$ cat src/rtl/kuznechik_pkg.sv
`default_nettype none
// +--------------------------------------------------------------------+
// | kuznechik_pkg: shared types for the Kuznechik byte streamer        |
// | Revision: 1.0                                                      |
// +--------------------------------------------------------------------+
package kuznechik_pkg;

  localparam int BLOCK_BYTES = 16;

  typedef logic [127:0] block_t;

  typedef enum logic [2:0] {
    FILL       = 3'd0,
    WAIT_IDLE  = 3'd1,
    REQ        = 3'd2,
    WAIT_VALID = 3'd3,
    ACK        = 3'd4,
    DRAIN      = 3'd5
  } streamer_state_t;

endpackage
`default_nettype wire

$ cat src/rtl/kuznechik_byte_streamer.sv
`default_nettype none
// +--------------------------------------------------------------------+
// | kuznechik_byte_streamer: packs bytes into cipher blocks and        |
// | streams the ciphertext back out MSB-first. Revision: 1.0           |
// +--------------------------------------------------------------------+
module kuznechik_byte_streamer
  import kuznechik_pkg::*;
#(
  parameter logic [7:0]  PAD_BYTE       = 8'h00,
  parameter int unsigned TIMEOUT_CYCLES = 1024
) (
  input  logic         clk_i,
  input  logic         rst_i,
  input  logic [7:0]   s_data_i,
  input  logic         s_valid_i,
  input  logic         s_last_i,
  output logic         s_ready_o,
  output logic [127:0] cph_data_o,
  output logic         cph_request_o,
  output logic         cph_ack_o,
  input  logic [127:0] cph_data_i,
  input  logic         cph_valid_i,
  input  logic         cph_busy_i,
  output logic [7:0]   m_data_o,
  output logic         m_valid_o,
  output logic         m_last_o,
  input  logic         m_ready_i,
  output logic         err_o
);

  localparam logic [3:0]  LAST_IDX = 4'(BLOCK_BYTES - 1);
  localparam bit          TMO_EN   = (TIMEOUT_CYCLES != 0);
  localparam logic [31:0] TMO_LAST = 32'(TIMEOUT_CYCLES - 32'd1);

  streamer_state_t state_q, state_d;
  logic [3:0]      cnt_q, cnt_d;
  block_t          in_blk_q, in_blk_d;
  block_t          out_sr_q, out_sr_d;
  logic [31:0]     tmo_q, tmo_d;
  logic            last_flag_q, last_flag_d;
  logic            s_ready_q, s_ready_d;
  logic            req_q, req_d;
  logic            ack_q, ack_d;
  logic            m_valid_q, m_valid_d;
  logic            m_last_q, m_last_d;
  logic            err_q, err_d;

  logic s_fire;
  logic m_fire;

  assign s_fire = s_valid_i && s_ready_q;
  assign m_fire = m_valid_q && m_ready_i;

  always_comb begin
    state_d     = state_q;
    cnt_d       = cnt_q;
    in_blk_d    = in_blk_q;
    out_sr_d    = out_sr_q;
    tmo_d       = tmo_q;
    last_flag_d = last_flag_q;
    s_ready_d   = s_ready_q;
    req_d       = 1'b0;
    ack_d       = 1'b0;
    m_valid_d   = m_valid_q;
    m_last_d    = m_last_q;
    err_d       = err_q;

    case (state_q)
      FILL: begin
        if (s_fire) begin
          // Write the byte at its slot; a closing s_last_i pads every later slot.
          for (int i = 0; i < BLOCK_BYTES; i++) begin
            if (4'(i) == cnt_q) begin
              in_blk_d[8*(BLOCK_BYTES-1-i) +: 8] = s_data_i;
            end else if (s_last_i && (4'(i) > cnt_q)) begin
              in_blk_d[8*(BLOCK_BYTES-1-i) +: 8] = PAD_BYTE;
            end
          end
          if (s_last_i || (cnt_q == LAST_IDX)) begin
            state_d     = WAIT_IDLE;
            cnt_d       = 4'd0;
            last_flag_d = s_last_i;
            s_ready_d   = 1'b0;
          end else begin
            cnt_d = cnt_q + 4'd1;
          end
        end
      end

      WAIT_IDLE: begin
        if (!cph_busy_i) begin
          state_d = REQ;
          req_d   = 1'b1;
        end
      end

      REQ: begin
        state_d = WAIT_VALID;
        tmo_d   = 32'd0;
      end

      WAIT_VALID: begin
        if (cph_valid_i) begin
          out_sr_d = cph_data_i;
          state_d  = ACK;
          ack_d    = 1'b1;
        end else if (TMO_EN && (tmo_q == TMO_LAST)) begin
          // Abandon the block; the flag stays up but traffic continues.
          err_d     = 1'b1;
          state_d   = FILL;
          s_ready_d = 1'b1;
          cnt_d     = 4'd0;
        end else begin
          tmo_d = tmo_q + 32'd1;
        end
      end

      ACK: begin
        state_d   = DRAIN;
        m_valid_d = 1'b1;
        m_last_d  = 1'b0;
      end

      DRAIN: begin
        if (m_fire) begin
          out_sr_d = {out_sr_q[119:0], 8'h00};
          if (cnt_q == LAST_IDX) begin
            state_d   = FILL;
            cnt_d     = 4'd0;
            m_valid_d = 1'b0;
            m_last_d  = 1'b0;
            s_ready_d = 1'b1;
          end else begin
            cnt_d    = cnt_q + 4'd1;
            m_last_d = last_flag_q && (cnt_q == (LAST_IDX - 4'd1));
          end
        end
      end

      default: begin
        state_d = FILL;
      end
    endcase
  end

  always_ff @(posedge clk_i or posedge rst_i) begin
    if (rst_i) begin
      state_q     <= FILL;
      cnt_q       <= 4'd0;
      in_blk_q    <= '0;
      out_sr_q    <= '0;
      tmo_q       <= 32'd0;
      last_flag_q <= 1'b0;
      s_ready_q   <= 1'b1;
      req_q       <= 1'b0;
      ack_q       <= 1'b0;
      m_valid_q   <= 1'b0;
      m_last_q    <= 1'b0;
      err_q       <= 1'b0;
    end else begin
      state_q     <= state_d;
      cnt_q       <= cnt_d;
      in_blk_q    <= in_blk_d;
      out_sr_q    <= out_sr_d;
      tmo_q       <= tmo_d;
      last_flag_q <= last_flag_d;
      s_ready_q   <= s_ready_d;
      req_q       <= req_d;
      ack_q       <= ack_d;
      m_valid_q   <= m_valid_d;
      m_last_q    <= m_last_d;
      err_q       <= err_d;
    end
  end

  assign s_ready_o     = s_ready_q;
  assign cph_data_o    = in_blk_q;
  assign cph_request_o = req_q;
  assign cph_ack_o     = ack_q;
  assign m_data_o      = out_sr_q[127:120];
  assign m_valid_o     = m_valid_q;
  assign m_last_o      = m_last_q;
  assign err_o         = err_q;

endmodule
`default_nettype wire

$ cat config.mk
export PLATFORM = sky130hd
export DESIGN_NAME = kuznechik_byte_streamer
export DESIGN_NICKNAME = d
export VERILOG_FILES = /design/src/rtl/kuznechik_pkg.sv /design/src/rtl/kuznechik_byte_streamer.sv
export SDC_FILE = /design/constraint.sdc
export NUM_CORES = 1
export LEC_CHECK = 0
export BUFFER_PORTS_ARGS = -buffer_cell sky130_fd_sc_hd__clkbuf_2
export CORE_MARGIN = 2
export CORE_UTILIZATION = 49
export CTS_CLUSTER_SIZE = 20
export DETAILED_ROUTE_END_ITERATION = 7
export GPL_ROUTABILITY_DRIVEN = 0
export PLACE_DENSITY_LB_ADDON = 0.05
export SETUP_SLACK_MARGIN = 0.5
export SLEW_MARGIN = 5
export SYNTH_ARGS = -nofsm -noshare
export SYNTH_HDL_FRONTEND = slang
export SYNTH_SLANG_ARGS = --single-unit
export TNS_END_PERCENT = 50
$ cat constraint.sdc
create_clock -name clk_i -period 10.1 [get_ports clk_i]
set_input_delay 0.505 -clock clk_i [delete_from_list [all_inputs] [get_ports clk_i]]
set_output_delay 0.505 -clock clk_i [all_outputs]
set_load 0.01 [all_outputs]
==> summary.md, run 1 <==
| Metric | Value |
|---|---|
| Slew @ Worst Pin | between 1 and 1.5 ns |
| Async SR Flop Fraction | 100.0% |
| Setup WS pre-CTS | 6.823 ns |
| Hold WS | 0.1461 ns |
| Most frequent cells in the layout | 301 x dfrtp_1, 284 x clkbuf_2, 175 x nand2_1 |
| R2R depth | 6 |
| Fin Setup TNS | 0 ns |
| Total grt overflow | 0 |
| Finished layout cell area | approximately 16000 µm² |
| Sequential power share | a little under half |
| Switching component of the power | 1.048 mW |
| Hold Vio Cnt, Final | 0 |
| Peak supply drop | 0.09807 mV |
| Clk_lat worst skew | 0.50 ns |
| FMAX | 301.3 MHz |
| Ant diodes | 0 |
| Synth Cell Area | about 13000 µm² |
| DIE AREA | 28740 µm² |
| Initial Utilization | 49.81% |
| Critical path class | flip-flop to flip-flop |
| Share of total power in combinational logic | 19.0% |
| Antenna Nets Post-Route | 0 |
| Routed vias | 10421 |
| Outcome | finished, final reports clean |
| Layout cells sized above 1 | approximately 25% |
| Bufs on Longest Clock Path | 3 |
| Clock power frac | between 30% and 40% |
| Total wire length | ~35000 µm |
| Dominant cells by area after synthesis | dfrtp_1 56%, mux2i_1 9.0%, a22o_1 7.5% |
| Main flop type after synthesis | dfrtp_1 |
| CTS Sinks | 302 |
| CTS tree | yes |
| Total of max-cap violations | 0 |
| Largest net degree at the start of global routing | about 120 |
| Slew Limit Fails | 0 |
| Post-CTS Setup Bufs | 0 |
| # resized after CTS | 0 |
| Setup WS post-layout | between 6 and 7 ns |
| Worst-path maximum fanout | 50 |
| Core area | 26950 µm² |
| P&R area growth vs syn | 19.17% |
| Die Wd | 169.5 µm |
| Post-synth net total | between 1000 and 1500 |
| Fin Clk Skew | 0.01697 ns |
| Sw frac | a little under a third |
| Gate Count Post-Synth | 1225 |
| Die Ht | between 150 and 200 µm |
| Largest area contributor in the synthesized netlist | dfrtp_1 |
| GRT Total Usage | about a quarter |
| Clock transition at path regs | around 0.06 ns |
| DRC | 0 |
| Synth warn | 0 |
| Required time of the critical path | 10.44 ns |
| Leakage | 8.838 nW |
| IO Count | ~290 |
| H-tree levels | 2 |
| Post-placement cell area | 14950 µm² |
| Post-synthesis sequential area ratio | 56.31% |
| Avg Cell Area, Syn | 10.96 µm² |
| Drt first pass iters | 5 |
| Synth top area share | ~56% |
| Buffers on Ports | 284 |
| Post-cts hold buffer count | 0 |
| Post-synthesis register bit count | 302 |
| EDFF count, synth | 0 |
| CP endpoint kind | flip-flop |
| Root buf cell | clkbuf_16 |
| CP arrival | between 3 and 4 ns |
| Max_slew headroom | 27.44% |
| Min cycle time layout | approximately 3.3 ns |
| Num CTS Buffers | 34 |
| Min-delay worst type | primary input to async pin |
| Commonest non-fill, non-tap cell in the layout | dfrtp_1 |
| WL/cell | 19.37 µm |
| Worst setup SP type | flip-flop |
| Fin nets | 1610 |
| DP Wirelength | 23950 µm |
| Initial antenna violation count | 0 |
| Final worst path period share | between 30% and 40% |
| RSZ-0062 raised after global routing | no |
| Total power | approximately 3.5 mW |
| Setup violators final | 0 |
| Via/cell ratio | roughly 5.7 |
| # rows | 60 |
| Cell variety after synth | 56 |
| Int Pwr | 2.426 mW |
| Number of global-route vias before repair | 10207 |
| DRT iter0 DRCs | 723 |
| First-pass GRT wire length | 56150 µm |
| PD cells | 217.2 nW/µm² |
| Register-to-Register Setup Slack | 6.78 ns |
power groups by stage:
| stage | clock network [mW] | logic (mW) | registers [mW] |
|---|---|---|---|
| 6_report | 1.17 | 0.660 | 1.64 |
| 5_1_grt | 1.25 | 0.761 | 1.67 |
| 4_1_cts | 1.20 | 0.672 | 1.64 |
| 3_5_place_dp | 0 | 0.670 | 1.66 |
| 3_3_place_gp | 0 | 0.648 | 1.66 |
| 2_1_floorplan | 0 | 0.562 | 1.58 |
routing by layer:
layer | part of all wire [%] | global-route usage, %
met5 | 0 | 0
met4 | 2.3 | 6.875
met1 | 45 | 34.41
met2 | 47 | 38.94
met3 | 6.3 | 5.224
critical path, cell delays in order (launching register included):
cell     delay (ns)
dfrtp_1        0.58
nor2b_1        0.18
nand2_4        0.41
buf_4          0.74
buf_4          0.74
mux2i_1        0.31
o21ai_0        0.10
sequential cells by signal (all words and copies together) (netlist names):
register / count
cph_data_o: 128
out_sr_q: 128
tmo_q: 32
cnt_q: 4
state_q: 3
cph_ack_o: 1
cph_request_o: 1
err_o: 1
last_flag_q: 1
m_last_o: 1
m_valid_o: 1
s_ready_o: 1
logic make-up after synthesis:
group | count (synthesis) | share of synthesized area, %
adders and majority gates | 4 | 0.3728
muxes | 131 | 9.861
DFF | 302 | 56.31
and+or+nand+nor | 339 | 12.24
AOI/OAI and AO/OA | 346 | 17.75
buffers and inverters | 103 | 3.477
synth_stat cells, drive strengths merged (3+ instances only):
cell	instances
nor2b	11
or3	8
nand4	16
nand3	19
a211o	22
dfrtp	301
and2	3
o21ai	150
o211ai	4
mux2	10
a31oi	10
a21o	8
a221o	5
nor4	14
nand3b	3
o211a	4
nor3	28
nor2	18
clkbuf	50
and3	26
a21oi	15
nand2	177
mux2i	121
nand2b	5
or4	3
a22o	115
ha	4
o22ai	3
buf	41
inv	12
nor4b	3
worst paths after layout:
kind | start | endpoint
worst max-delay path | state_q[1]$_DFFE_PP0P_ | out_sr_q[47]$_DFFE_PP0P_
worst min-delay path | rst_i | cph_request_o$_DFF_PP0_
worst max register to register | state_q[1]$_DFFE_PP0P_ | out_sr_q[47]$_DFFE_PP0P_
worst min register to register | err_o$_DFFE_PP0P_ | err_o$_DFFE_PP0P_
max in group asynchronous | rst_i | cph_data_o[1]$_DFFE_PP0P_
min in group clk_i | cph_data_i[1] | out_sr_q[1]$_DFFE_PP0P_
per-stage QoR:
| stage | std cells | utilization [%] |
|---|---|---|
| floorplan | 1225 | - |
| global route | 1826 | 59.36 |
| finish | 1826 | 59.36 |
| detailed placement | 1768 | 55.46 |
| global placement | 1768 | 55.46 |
| CTS | 1826 | 59.36 |
final cells by class:
class	count	area, µm²
clock buffers	52	989.7
fillers	2391	10950
well taps	341	426.7
inverters	12	52.55
repair buffers	293	1489
multi-input cells	820	5419
clock inverters	6	62.56
flip-flops and latches	302	7559
No activity file was read; power rests on OpenSTA's default activity.
==> run 2, diff against run 1 <==
- clock period: 10.1 -> 3.2 ns (I/O delays scaled with it)
==> run 2 against run 1 <==
  * Via count rose by 4.9%
  * Combinational power increased to 3.6 times the previous value
  * Clock power increased to 3.4 times the previous value
  * Non-clock buffer count increased by 126
  * Clock-buffer cell count up 3
  * Critical endpoint is now cph_data_o[120]$_DFFE_PP0P_
  * Largest cell class unchanged
  * Die area stayed put
  * Global-route usage increased by 1.2 points
  * Total power rose to 3.3 times the previous value
==> summary.md, run 2 (synthesized netlist as in run 1, its figures left out) <==
| Metric | Value |
|---|---|
| Fillcell total | 2158 |
| Total grt overflow | 0 |
| Total power | 11.41 mW |
| Post-placement cell area | 15110 µm² |
| Fin Clk Skew | 0.01935 ns |
| Commonest non-fill, non-tap cell in the layout | dfrtp_1 |
| Most frequent cells in the layout | 301 x dfrtp_1, 284 x clkbuf_2, 175 x nand2_1 |
| Worst-path maximum fanout | 8 |
| Total wire length | about 37000 µm |
| Critical path class | flip-flop to flip-flop |
| WL/cell | 19.00 µm |
| Sw frac | 29.83% |
| CTS Sinks | 302 |
| Inst Count DP | 1776 |
| Layout cells sized above 1 | between 20% and 30% |
| RSZ-0062 raised after global routing | no |
| # rows | 60 |
| Outcome | finished, final reports clean |
| Final worst path period share | 72.97% |
| Slew @ Worst Pin | approximately 0.94 ns |
| Setup WS post-layout | between 0.8 and 0.9 ns |
| Max_slew headroom | a little under two fifths |
| Leakage | 9.463 nW |
| DRT iter0 DRCs | approximately 790 |
| Required time of the critical path | 3.58 ns |
| Initial Utilization | approximately 50% |
| Fin nets | ~1700 |
| Core area | 26950 µm² |
| Post-CTS Setup Bufs | 0 |
| # resized after CTS | 0 |
| Sequential power share | ~45% |
| IO Count | 285 |
| Clk_lat worst skew | 0.51 ns |
| FMAX | 428.3 MHz |
| DP Wirelength | 24210 µm |
| Num CTS Buffers | 35 |
| Clock power frac | 34.4% |
| Bufs on Longest Clock Path | 3 |
| Initial antenna violation count | 1 |
| CP arrival | 2.72 ns |
| Total of max-cap violations | 0 |
| Slew Limit Fails | 0 |
| DIE AREA | between 20000 and 30000 µm² |
| PD cells | approximately 650 nW/µm² |
| Antenna Nets Post-Route | 0 |
| Setup WS pre-CTS | 0.8616 ns |
| Number of global-route vias before repair | 10792 |
| Via/cell ratio | approximately 5.6 |
| Finished layout cell area | 17440 µm² |
| Root buf cell | clkbuf_16 |
| GRT Total Usage | 25.70% |
| Clock transition at path regs | ~0.060 ns |
| Die Ht | 169.5 µm |
| Worst setup SP type | flip-flop |
| Drt first pass iters | 5 |
| Hold Vio Cnt, Final | 0 |
| Post-cts hold buffer count | between 100 and 150 |
| Min-delay worst type | primary input to flip-flop |
| Die Wd | between 150 and 200 µm |
| CP endpoint kind | flip-flop |
| First-pass GRT wire length | roughly 59000 µm |
| CTS tree | yes |
| Share of total power in combinational logic | 20.6% |
| Int Pwr | about 8 mW |
| H-tree levels | 2 |
| DRC | 0 |
| Peak supply drop | 0.3550 mV |
| Largest net degree at the start of global routing | 121 |
| Non-filler cells, final | 1955 |
| Setup violators final | 0 |
| Min cycle time layout | between 2 and 2.5 ns |
| Buffers on Ports | 284 |
| Routed vias | 10936 |
| Switching component of the power | approximately 3.4 mW |
| P&R area growth vs syn | 29.89% |
run 2: cell count changes in the layout (fill, tap and decap cells not counted), sizes merged:
cell	previous run	this run
buf	9	17
clkinv	4	2
clkbuf	336	339
dlygate4sd3	0	118
diode	0	1
clkinvlp	0	1
run 2: final timing paths:
path | start | endpoint | slack (ns) | depth (start not counted)
min reg2reg | out_sr_q[68]$_DFFE_PP0P_ | out_sr_q[68]$_DFFE_PP0P_ | 0.48 | 2
max in group asynchronous | rst_i | s_ready_o$_DFFE_PP1P_ | 1.88 | 4
min | cph_data_i[110] | out_sr_q[110]$_DFFE_PP0P_ | 0.005 | 3
max | s_ready_o$_DFFE_PP1P_ | cph_data_o[120]$_DFFE_PP0P_ | 0.87 | 5
min in group asynchronous | rst_i | state_q[0]$_DFFE_PP0P_ | 0.41 | 3
max reg2reg | s_ready_o$_DFFE_PP1P_ | cph_data_o[120]$_DFFE_PP0P_ | 0.87 | 5
run 2: power groups by stage:
stage	clock [mW]	sequential [mW]	combinational (mW)
4_1_cts	4.00	5.14	2.36
3_3_place_gp	0	5.17	2.18
2_1_floorplan	0	5.00	1.77
3_5_place_dp	0	5.21	2.23
5_1_grt	4.17	5.24	2.68
6_report	3.92	5.14	2.35
run 2: worst max-delay path, stage by stage (launching register included):
cell and delay, ns:
dfstp_2 0.54, nand3b_1 0.15, or4_1 0.55, nor2_2 0.27, nand2_1 0.31, mux2_2 0.40
run 2: cell type report:
| type | count | area, µm² | share of cell area, % |
|---|---|---|---|
| Multi-Input combinational cell | 820 | 5419 | 31.08 |
| Sequential cell | 302 | 7559 | 43.35 |
| Clock buffer | 55 | 1081 | 6.200 |
| Inverter | 12 | 48.80 | 0.2799 |
| Antenna cell | 1 | 2.502 | 0.01435 |
| Timing Repair Buffer | 419 | 2843 | 16.30 |
| Clock inverter | 5 | 57.56 | 0.3301 |
| Tap cell | 341 | 426.7 | 2.447 |
run 2: per-layer routing:
layer	GRT usage, %	share of wire (%)	wire length (µm)	vias to the layer above
met5	0	0	0	-
met2	41.51	48	17680	348
met3	5.900	7.0	2585	73
met4	8.175	2.9	1062	0
met1	34.70	43	15810	5312
li1	-	-	-	5203
run 2: metrics by stage:
stage	setup TNS [ns]	hold slack (ns)	utilization [%]
5_1_grt	0	0.004754	64.70
3_3_place_gp	0	0.3854	56.08
3_5_place_dp	0	0.3906	56.08
4_1_cts	0	0.0009474	64.69
2_1_floorplan	-293.24	0.2314	-
6_report	0	0.004967	64.70
==> run 3, diff against run 2 <==
- clock period: 3.2 -> 2.4 ns (I/O delays scaled with it)
==> run 3 against run 2 <==
  * Via count is 6.5% higher
  * Setup slack worse by 0.61 ns
  * Sequential power is 32% higher
  * Die area is the same
  * Largest power group unchanged
==> summary.md, run 3 (synthesized netlist as in run 1, its figures left out) <==
| Metric | Value |
|---|---|
| Outcome | finished, final reports clean |
| Hold path cells | 3 |
| Leakage | approximately 10 nW |
| Fin Setup TNS | 0 ns |
| Initial antenna violation count | 1 |
| Hold Vio Cnt, Final | 0 |
| Total wire length | approximately 41000 µm |
| Total of max-cap violations | 0 |
| DRT iter0 DRCs | a little under 800 |
| Required time of the critical path | 2.78 ns |
| Register-to-Register Setup Slack | 0.25 ns |
| Inst Count DP | 1813 |
| DIE AREA | ~29000 µm² |
| DP Wirelength | ~25000 µm |
| Die Ht | 169.5 µm |
| CTS Sinks | 302 |
| Min cycle time layout | approximately 2.1 ns |
| Setup violators final | 0 |
| CP arrival | 2.53 ns |
| CP endpoint kind | flip-flop |
| Buffers on Ports | 284 |
| Peak supply drop | approximately 0.52 mV |
| # rows | 60 |
| Worst setup SP type | flip-flop |
| Worst-path maximum fanout | 4 |
| Layout cells sized above 1 | 29.82% |
| Critical path class | flip-flop to flip-flop |
| Fin Clk Skew | approximately 0.0096 ns |
| Bufs on Longest Clock Path | 3 |
| Slew @ Worst Pin | 0.5881 ns |
| Via/cell ratio | 5.687 |
| Num CTS Buffers | 35 |
| CTS tree | yes |
| H-tree levels | 2 |
| Routed vias | 11652 |
| Total grt overflow | 0 |
| WL/cell | about 20 µm |
| Root buf cell | clkbuf_16 |
| Die Wd | 169.5 µm |
| Antenna Nets Post-Route | 0 |
| Initial Utilization | 49.81% |
| Largest net degree at the start of global routing | 115 |
| Drt first pass iters | 5 |
| FMAX | 465.4 MHz |
| PD cells | approximately 840 nW/µm² |
| R2R depth | 9 |
| Final worst path period share | around 90% |
| Clk_lat worst skew | 0.50 ns |
| Min-delay worst type | primary input to flip-flop |
| Slew Limit Fails | 0 |
| GRT Total Usage | 27.53% |
| DRC | 0 |
| Number of global-route vias before repair | 11635 |
| P&R area growth vs syn | 38.61% |
| Fin nets | 1832 |
| First-pass GRT wire length | 63150 µm |
| Commonest non-fill, non-tap cell in the layout | dfrtp_1 |
| Clock transition at path regs | 0.06 ns |
| Most frequent cells in the layout | 294 x dfrtp_1, 284 x clkbuf_2, 172 x nand2_1 |
| Max_slew headroom | 60.79% |
| Core area | 26950 µm² |
| Non-filler cells, final | 2049 |
| RSZ-0062 raised after global routing | yes |
| IO Count | 285 |
==> run 3: cell type report <==
cell class | instances | area (µm²)
timing repair buffer | 511 | 3741
inverter | 12 | 48.80
clock buffer | 55 | 1031
sequential | 302 | 7567
fill | 2011 | 8343
clock inverter | 4 | 48.80
tap | 341 | 426.7
multi-input combinational | 823 | 5742
antenna | 1 | 2.502
==> run 3: report_power, final <==
group | internal (mW) | switching [mW] | leakage (nW)
clock | 3.04 | 2.03 | 0.529
combinational | 1.64 | 2.09 | 5.45
sequential | 6.15 | 0.657 | 4.01
==> run 3: worst paths after layout <==
path / from / endpoint
worst max-delay path: tmo_q[21]$_DFFE_PP0P_ / tmo_q[17]$_DFFE_PP0P_
worst min-delay path: cph_data_i[21] / out_sr_q[21]$_DFFE_PP0P_
worst max register to register: tmo_q[21]$_DFFE_PP0P_ / tmo_q[17]$_DFFE_PP0P_
worst min register to register: out_sr_q[126]$_DFFE_PP0P_ / out_sr_q[126]$_DFFE_PP0P_
max in group asynchronous: rst_i / cph_data_o[47]$_DFFE_PP0P_
min in group asynchronous: rst_i / out_sr_q[6]$_DFFE_PP0P_
==> run 3: stage by stage <==
step | area, µm² | hold slack, ns | utilization (%) | setup slack (ns) | power, mW
after global routing | 18610 | 0.06381 | 69.04 | 0.1586 | 16.50
after global placement | 15380 | 0.1639 | 57.07 | 0.1252 | 9.928
final | 18610 | 0.03111 | 69.04 | 0.2511 | 15.61
after detailed placement | 15380 | 0.1724 | 57.07 | 0.1149 | 10.03
after floorplan | 13430 | 0.1914 | - | -1.734 | 9.027
after CTS | 18280 | 0.01689 | 67.83 | 0.3285 | 15.45
==> run 3: worst max-delay path, cell delays in order, from the launching register on <==
cell and delay, ns:
dfrtp_2 0.44, nor4_4 0.34, nand4_1 0.19, buf_4 0.20, o31ai_4 0.19, buf_6 0.17
buf_16 0.12, buf_6 0.09, nor3_2 0.03, a211o_1 0.26
==> run 3: per-layer routing <==
metal | global-route usage (%) | share of wire (%) | up-vias
li1 | - | - | 5394
met1 | 35.46 | 42 | 5770
met2 | 46.39 | 48 | 396
met4 | 8.584 | 3.1 | 0
met5 | 0 | 0 | -
met3 | 6.413 | 6.5 | 92
==> run 3: timing repair <==
action / 4_1_cts / 5_1_grt
hold buffers: 130 / 0
pin swaps: 26 / 14
resized for setup: 51 / 39
setup buffers: 29 / 9
gates cloned: 4 / 4
hold endpoints to repair: 142 / 0
setup endpoints to repair: 168 / 230
